### src/rtl/pc_request_unit.sv
// pc_request_unit: PC enable, control-flow steering and dcache request sequencing.
// Build with PC_REQ_PERF_EN defined to add the saturating stall counter.
module pc_request_unit #(
    parameter int WORD_W  = 32,
    parameter int JADDR_W = 26,
    parameter int PERF_W  = 32
) (
    input  logic               CLK,
    input  logic               RST,
    input  logic               ihit,
    input  logic               dhit,
    input  logic               halt_in,
    input  logic               mem_rd,
    input  logic               mem_wr,
    input  logic [1:0]         br_type,
    input  logic               br_eq,
    input  logic [1:0]         jump_ctl,
    input  logic [WORD_W-1:0]  imm_in,
    input  logic [JADDR_W-1:0] jaddr_in,
    input  logic [WORD_W-1:0]  rs_val,
    output logic               pcen,
    output logic               branch,
    output logic [1:0]         jump,
    output logic [WORD_W-1:0]  imm,
    output logic [JADDR_W-1:0] jaddr,
    output logic [WORD_W-1:0]  regtarget,
    output logic               dREN,
    output logic               dWEN,
    output logic               halted,
    output logic [PERF_W-1:0]  stall_cnt
);

    typedef enum logic [1:0] {
        RUN  = 2'd0,
        DMEM = 2'd1,
        HALT = 2'd2
    } state_t;

    state_t state, state_n;
    logic   mem;

    assign mem = mem_rd | mem_wr;

    always_ff @(posedge CLK or posedge RST) begin
        if (RST) state <= RUN;
        else     state <= state_n;
    end

    always_comb begin
        state_n = state;
        case (state)
            RUN: begin
                if (ihit & halt_in)  state_n = HALT;
                else if (ihit & mem) state_n = DMEM;
            end
            DMEM:    if (dhit) state_n = RUN;
            HALT:    state_n = HALT;
            default: state_n = RUN;
        endcase
    end

    always_comb begin
        pcen = 1'b0;
        case (state)
            RUN:     pcen = ihit & ~halt_in & ~mem;
            DMEM:    pcen = dhit;
            default: pcen = 1'b0;
        endcase
    end

    // Store wins when a decode flags both read and write.
    always_ff @(posedge CLK or posedge RST) begin
        if (RST) begin
            dREN <= 1'b0;
            dWEN <= 1'b0;
        end else if (state == RUN && state_n == DMEM) begin
            dWEN <= mem_wr;
            dREN <= mem_rd & ~mem_wr;
        end else if (state == DMEM && dhit) begin
            dREN <= 1'b0;
            dWEN <= 1'b0;
        end
    end

    assign halted = (state == HALT);

    assign branch = ((br_type == 2'b01) & br_eq)
                  | ((br_type == 2'b10) & ~br_eq);
    assign jump      = jump_ctl;
    assign imm       = imm_in;
    assign jaddr     = jaddr_in;
    assign regtarget = rs_val;

`ifdef PC_REQ_PERF_EN
    logic              stall_now;
    logic [PERF_W-1:0] cnt;

    assign stall_now = ((state == RUN) & ~ihit)
                     | ((state == DMEM) & ~dhit);

    always_ff @(posedge CLK or posedge RST) begin
        if (RST)
            cnt <= '0;
        else if (stall_now && cnt != '1)
            cnt <= cnt + 1'b1;
    end

    assign stall_cnt = cnt;
`else
    assign stall_cnt = '0;
`endif

endmodule

### config.mk
export PLATFORM = sky130hd
export DESIGN_NAME = pc_request_unit
export DESIGN_NICKNAME = d
export VERILOG_FILES = /design/src/rtl/pc_request_unit.sv
export SDC_FILE = /design/constraint.sdc
export NUM_CORES = 1
export LEC_CHECK = 0
export ABC_AREA = 1
export CAP_MARGIN = 0
export CORE_AREA = 3 3 89 91
export CTS_CLUSTER_DIAMETER = 50
export DETAILED_ROUTE_END_ITERATION = 8
export DIE_AREA = 0 0 92 94
export DONT_BUFFER_PORTS = 1
export GPL_TIMING_DRIVEN = 0
export PLACE_DENSITY_LB_ADDON = 0.15
export SYNTH_ARGS = -nofsm -noshare
export SYNTH_HDL_FRONTEND = slang
export SYNTH_SLANG_ARGS = --single-unit
### constraint.sdc
create_clock -name CLK -period 2.7 [get_ports CLK]
set_input_delay 0.54 -clock CLK [delete_from_list [all_inputs] [get_ports CLK]]
set_output_delay 0.54 -clock CLK [all_outputs]
set_load 0.02 [all_outputs]
==> impl_metrics.py, run 1 <==
metrics = {
    "yosys": {
        "syn_avg_cell_area_um2": 7.320,
        "yosys-top-cells-count": "buf_4 (124), nand2_1 (11), inv_1 (8)",
        "yosys.area.top_type": "buf_4",
        "synth_seq_area_share_pct": 8.547,
        "ys_types": 12,
        "synth-edff-count": 0,
        "synth-seq-cells": 4,
        "synth_most_common_cell": "buf_4",
        "async_flop_share_pct": 100.0,
        "synth_cells": 160,
        "yosysWarnings": 0,
        "synth_area_leaders": "buf_4 (79%), dfrtp_1 (8.5%), nand2_1 (3.5%)",
        "synth_top_area_share_pct": 79.49,
        "syn-cell-area_um2": 1171,
        "yosys_most_used_dff": "dfrtp_1",
    },
    "clock_tree": {
        "insertion_delay_ns": 0.22,
        "cts_tree": "done",
        "clockBufferDepth": 2,
        "cts_setup_buffers": 0,
        "numCtsBuffers": 3,
        "clk_pin_slew_ns": 0.03,
        "clockRootBuffer": "clkbuf_8",
        "cts_resized": 0,
        "cts_sinks": 4,
        "holdBufCountCts": 0,
        "h-tree-depth": 1,
    },
    "worst_setup_path": {
        "required_ns": 2.16,
        "r2r_cells": 6,
        "critPathMaxFanout": 5,
        "cp-end-kind": "output port",
        "rr_endpoint": "dWEN",
        "rr_startpoint": "state[1]",
        "crit_start": "state[0]",
        "rrSetupSlack_ns": 1.73,
        "criticalPathCategory": "flop to output port",
        "arrival_ns": 1.53,
        "critPathLaunchType": "flop",
    },
    "grt": {
        "grt_usage_pct": 4.788,
        "grt_pass1_vias": 614,
        "grt_pass1_wl_um": 3022,
        "gr-total-overflow": 0,
        "antenna_found_initial": 0,
        "grt_max_degree": 6,
    },
    "hold_path": {
        "min_path_type": "input pin to asynchronous set/reset pin",
    },
    "pwr": {
        "combPwrFrac_pct": 58.4,
        "leakagePower_nw": 0.8835,
        "p_per_area_nw_per_um2": 389.9,
        "p_int_mw": 0.3079,
        "seq_power_share_pct": 19.0,
        "switching_share_pct": 45.64,
        "vdd_drop_max_uv": 163.7,
        "power_switching_mw": 0.2585,
        "clkPwrFrac_pct": 22.6,
        "total_power_mw": 0.5664,
    },
    "routing": {
        "drtIter0Drc": 15,
        "wl_per_cell_um": 10.24,
        "wirelength_um": 3000,
        "ant_nets": 0,
        "viasPerCell": 2.874,
        "num_vias": 842,
        "first_pass_iters": 5,
        "maxUsedRoutingLayer": "met4",
        "wl_met1_um": 781,
        "route.met2.wl_um": 1517,
        "drc": 0,
        "wl_met3_um": 663,
    },
    "floorplanning": {
        "start_util_pct": 16.23,
        "design.core.area_um2": 7214,
        "ioPinCount": 231,
        "fp.dieH_um": 94,
        "rows": 31,
        "die_x_um": 92,
        "dieArea_um2": 8648,
    },
    "sta": {
        "relSlewSlack_pct": 42.21,
        "setup_ws_ns": 0.6263,
        "rsz0062_at_grt": "false",
        "finalMaxSlewViolations": 0,
        "clock.fmax_mhz": 482.2,
        "period_share_pct": 76.80,
        "fin_skew_ns": 0.0003179,
        "finalSetupTns_ns": 0,
        "setup_viol": 0,
        "min_period_ns": 2.074,
        "worstMarginPinSlew_ns": 0.8579,
        "finalHoldViolCount": 0,
    },
    "final_layout": {
        "area_growth_pct": 24.04,
        "drive_gt1_share_pct": 67.01,
        "nets": 298,
        "antenna_cells": 0,
    },
    "run": {
        "drv_cap": 0,
    },
    "status": {
        "outcome": "complete, no violations",
    },
    "placement": {
        "hpwlAfterDp_um": 2881,
        "io_buffer_count": 0,
        "pre_cts_ws_ns": 0.7699,
        "gp_congestion": 0.7370,
    },
}
==> cells by family after synthesis <==
logic type	count (synthesis)	share of synthesized area, %
AO/OA/AOI/OAI	4	1.709
buffers and inverters	132	82.05
flip-flops	4	8.547
AND/OR/NAND/NOR	19	7.372
other	1	0.3202
==> placed cells by master (no fill, tap or decap) <==
cell type  instances
nand3_1            1
o21ai_0            2
buf_4            124
nor2_1             3
a21oi_1            2
clkbuf_8           3
nand2_1           11
nor2_2             2
dfrtp_1            4
nand3_2            1
nand4_1            1
inv_1              8
conb_1            32
==> worst max-delay path, stage by stage, from the launching register on <==
cell and delay [ns]:
dfrtp_1 0.42, nor2_2 0.16, nand2_1 0.07, o21ai_0 0.67
==> layer usage <==
| layer | up-vias | global-route usage (%) |
|---|---|---|
| li1 | 392 | - |
| met1 | 322 | 4.769 |
| met2 | 126 | 7.908 |
| met3 | 2 | 2.244 |
| met4 | 0 | 3.342 |
| met5 | - | 0 |
==> stage by stage <==
step / instance area [um2] / hold WS, ns / util [%] / cells
2_1_floorplan: 1287 / 0.3061 / - / 191
3_3_place_gp: 1411 / 0.3322 / 19.56 / 290
3_5_place_dp: 1411 / 0.3368 / 19.56 / 290
4_1_cts: 1453 / 0.1096 / 20.14 / 293
5_1_grt: 1453 / 0.1154 / 20.14 / 293
6_report: 1453 / 0.1029 / 20.14 / 293
==> sequential cells by signal, summed over array words and instances (netlist names) <==
name,cells
state,2
dWEN,1
dREN,1
==> worst max path at each step <==
stage          endpoint  slack, ns  cells past startpoint
2_1_floorplan      pcen       0.94                      4
3_3_place_gp       pcen       0.77                      4
3_5_place_dp       pcen       0.77                      4
4_1_cts            pcen       0.66                      3
5_1_grt            pcen       0.55                      3
6_report           pcen       0.63                      3
==> final cells by class <==
type,instances,area (um2)
tap,99,123.9
sequential,4,100.1
clock buffer,3,41.29
inverter,8,30.03
buffer,124,930.9
fill,823,5762
multi-input combinational,55,226.5
==> power by group through the flow <==
stage / logic (mW) / registers, mW / clock network, mW
5_1_grt: 0.353 / 0.112 / 0.135
4_1_cts: 0.331 / 0.109 / 0.132
3_5_place_dp: 0.331 / 0.110 / 0
6_report: 0.331 / 0.108 / 0.128
2_1_floorplan: 0.315 / 0.104 / 0
3_3_place_gp: 0.332 / 0.109 / 0
(Power assumes the default switching activity.)
==> inputs of run 2 (changes only) <==
==> constraint.sdc (replaced) <==
create_clock -name CLK -period 1.89 [get_ports CLK]
set_input_delay 0.378 -clock CLK [delete_from_list [all_inputs] [get_ports CLK]]
set_output_delay 0.378 -clock CLK [all_outputs]
set_load 0.02 [all_outputs]
==> run 2 against run 1 <==
  * First-iteration DRC count is 6.7% higher
  * Critical endpoint unchanged
  * Global-route usage hardly changed
  * Cell count is 0.34% higher
  * Largest cell class unchanged
  * Register-to-register slack worse by 0.82 ns
==> impl_metrics.py, run 2 (synthesis gave the netlist of run 1 again) <==
metrics = {
    "status": {
        "outcome": "complete, no violations",
    },
    "routing": {
        "num_vias": 855,
        "wl_met3_um": 637,
        "maxUsedRoutingLayer": "met4",
        "wl_per_cell_um": 10.24,
        "route.met2.wl_um": 1530,
        "ant_nets": 0,
        "wirelength_um": 3011,
        "viasPerCell": 2.908,
        "wl_met1_um": 805,
        "drtIter0Drc": 16,
        "first_pass_iters": 4,
        "drc": 0,
    },
    "worst_setup_path": {
        "cp-end-kind": "output port",
        "required_ns": 1.51,
        "rrSetupSlack_ns": 0.91,
        "criticalPathCategory": "flop to output port",
        "arrival_ns": 1.31,
        "critPathMaxFanout": 5,
        "critPathLaunchType": "flop",
    },
    "floorplanning": {
        "design.core.area_um2": 7214,
        "ioPinCount": 231,
        "fp.dieH_um": 94,
        "dieArea_um2": 8648,
        "rows": 31,
        "die_x_um": 92,
        "start_util_pct": 16.23,
    },
    "run": {
        "drv_cap": 0,
    },
    "clock_tree": {
        "h-tree-depth": 1,
        "insertion_delay_ns": 0.22,
        "cts_sinks": 4,
        "cts_setup_buffers": 0,
        "clockRootBuffer": "clkbuf_8",
        "clk_pin_slew_ns": 0.03,
        "clockBufferDepth": 2,
        "numCtsBuffers": 3,
        "cts_tree": "done",
    },
    "grt": {
        "grt_pass1_vias": 626,
        "grt_usage_pct": 4.821,
        "grt_max_degree": 6,
        "grt_pass1_wl_um": 3049,
        "antenna_found_initial": 0,
        "gr-total-overflow": 0,
    },
    "sta": {
        "period_share_pct": 89.12,
        "rsz0062_at_grt": "false",
        "fin_skew_ns": 0.001222,
        "finalSetupTns_ns": 0,
        "clock.fmax_mhz": 593.7,
        "finalHoldViolCount": 0,
        "holdWs_ns": 0.2728,
        "relSlewSlack_pct": 64.42,
        "setup_viol": 0,
        "setup_ws_ns": 0.2056,
        "min_period_ns": 1.684,
        "worstMarginPinSlew_ns": 0.5301,
        "finalMaxSlewViolations": 0,
    },
    "placement": {
        "gp_congestion": 0.7370,
        "pre_cts_ws_ns": 0.2434,
        "io_buffer_count": 0,
        "hpwlAfterDp_um": 2881,
    },
    "final_layout": {
        "nets": 299,
        "largest_register": "state",
        "final_cell_mix": "buf_4 (124), conb_1 (32), nand2_1 (11)",
        "reg.largest.list": "state x2, dREN x1, dWEN x1",
        "area_growth_pct": 24.89,
        "largest_register_ffs": 2,
        "drive_gt1_share_pct": 66.67,
        "antenna_cells": 0,
        "final_common_cell": "buf_4",
    },
    "pwr": {
        "vdd_drop_max_uv": 241.1,
        "leakagePower_nw": 0.8874,
        "p_per_area_nw_per_um2": 553.7,
    },
    "hold_path": {
        "min_path_type": "input pin to flop",
    },
}
-- run 2: final timing paths --
path	start	cells after the start	end
min in group asynchronous	RST	2	dWEN
worst min-delay path	dhit	1	state[0]
worst max register to register	state[0]	4	dWEN
worst max-delay path	state[0]	3	pcen
worst min register to register	state[0]	1	state[1]
max in group asynchronous	RST	2	state[1]
-- run 2: through the flow --
stage	instances	instance area, um2	utilization [%]	total power [mW]
after floorplan	191	1287	-	0.5982
after global placement	290	1411	19.56	0.6311
after detailed placement	290	1411	19.56	0.6287
after CTS	294	1463	20.27	0.8187
after global routing	294	1463	20.27	0.8581
final	294	1463	20.27	0.8099
-- run 2: power by group --
group / switching, mW / internal [mW] / leakage [nW]
registers: 0.0434 / 0.110 / 0.0478
clock network: 0.0461 / 0.136 / 0.0216
logic: 0.279 / 0.195 / 0.818
total: 0.369 / 0.441 / 0.887
-- run 2: routing by layer --
layer	vias to the layer above	track usage [%]
met3	2	2.244
li1	393	-
met5	-	0
met4	0	3.342
met2	129	8.029
met1	331	4.769
-- run 2: final cells by class --
cell class,instances,area [um2]
Buffer,124,930.9
Tap cell,99,123.9
Multi-Input combinational cell,55,226.5
Sequential cell,4,100.1
Timing Repair Buffer,1,10.01
Inverter,8,30.03
Clock buffer,3,41.29
Fill cell,822,5752
-- run 2: timing repair --
item	CTS	global route
endpoints found under the setup margin	0	1
gates resized for setup	0	1
endpoints found under the hold margin	4	0
hold buffers	1	0
-- run 2: worst max-delay path, stage by stage (launching register included) --
cell and delay (ns):
dfrtp_1 0.42, nor2_2 0.17, nand2_1 0.07, o21ai_1 0.43
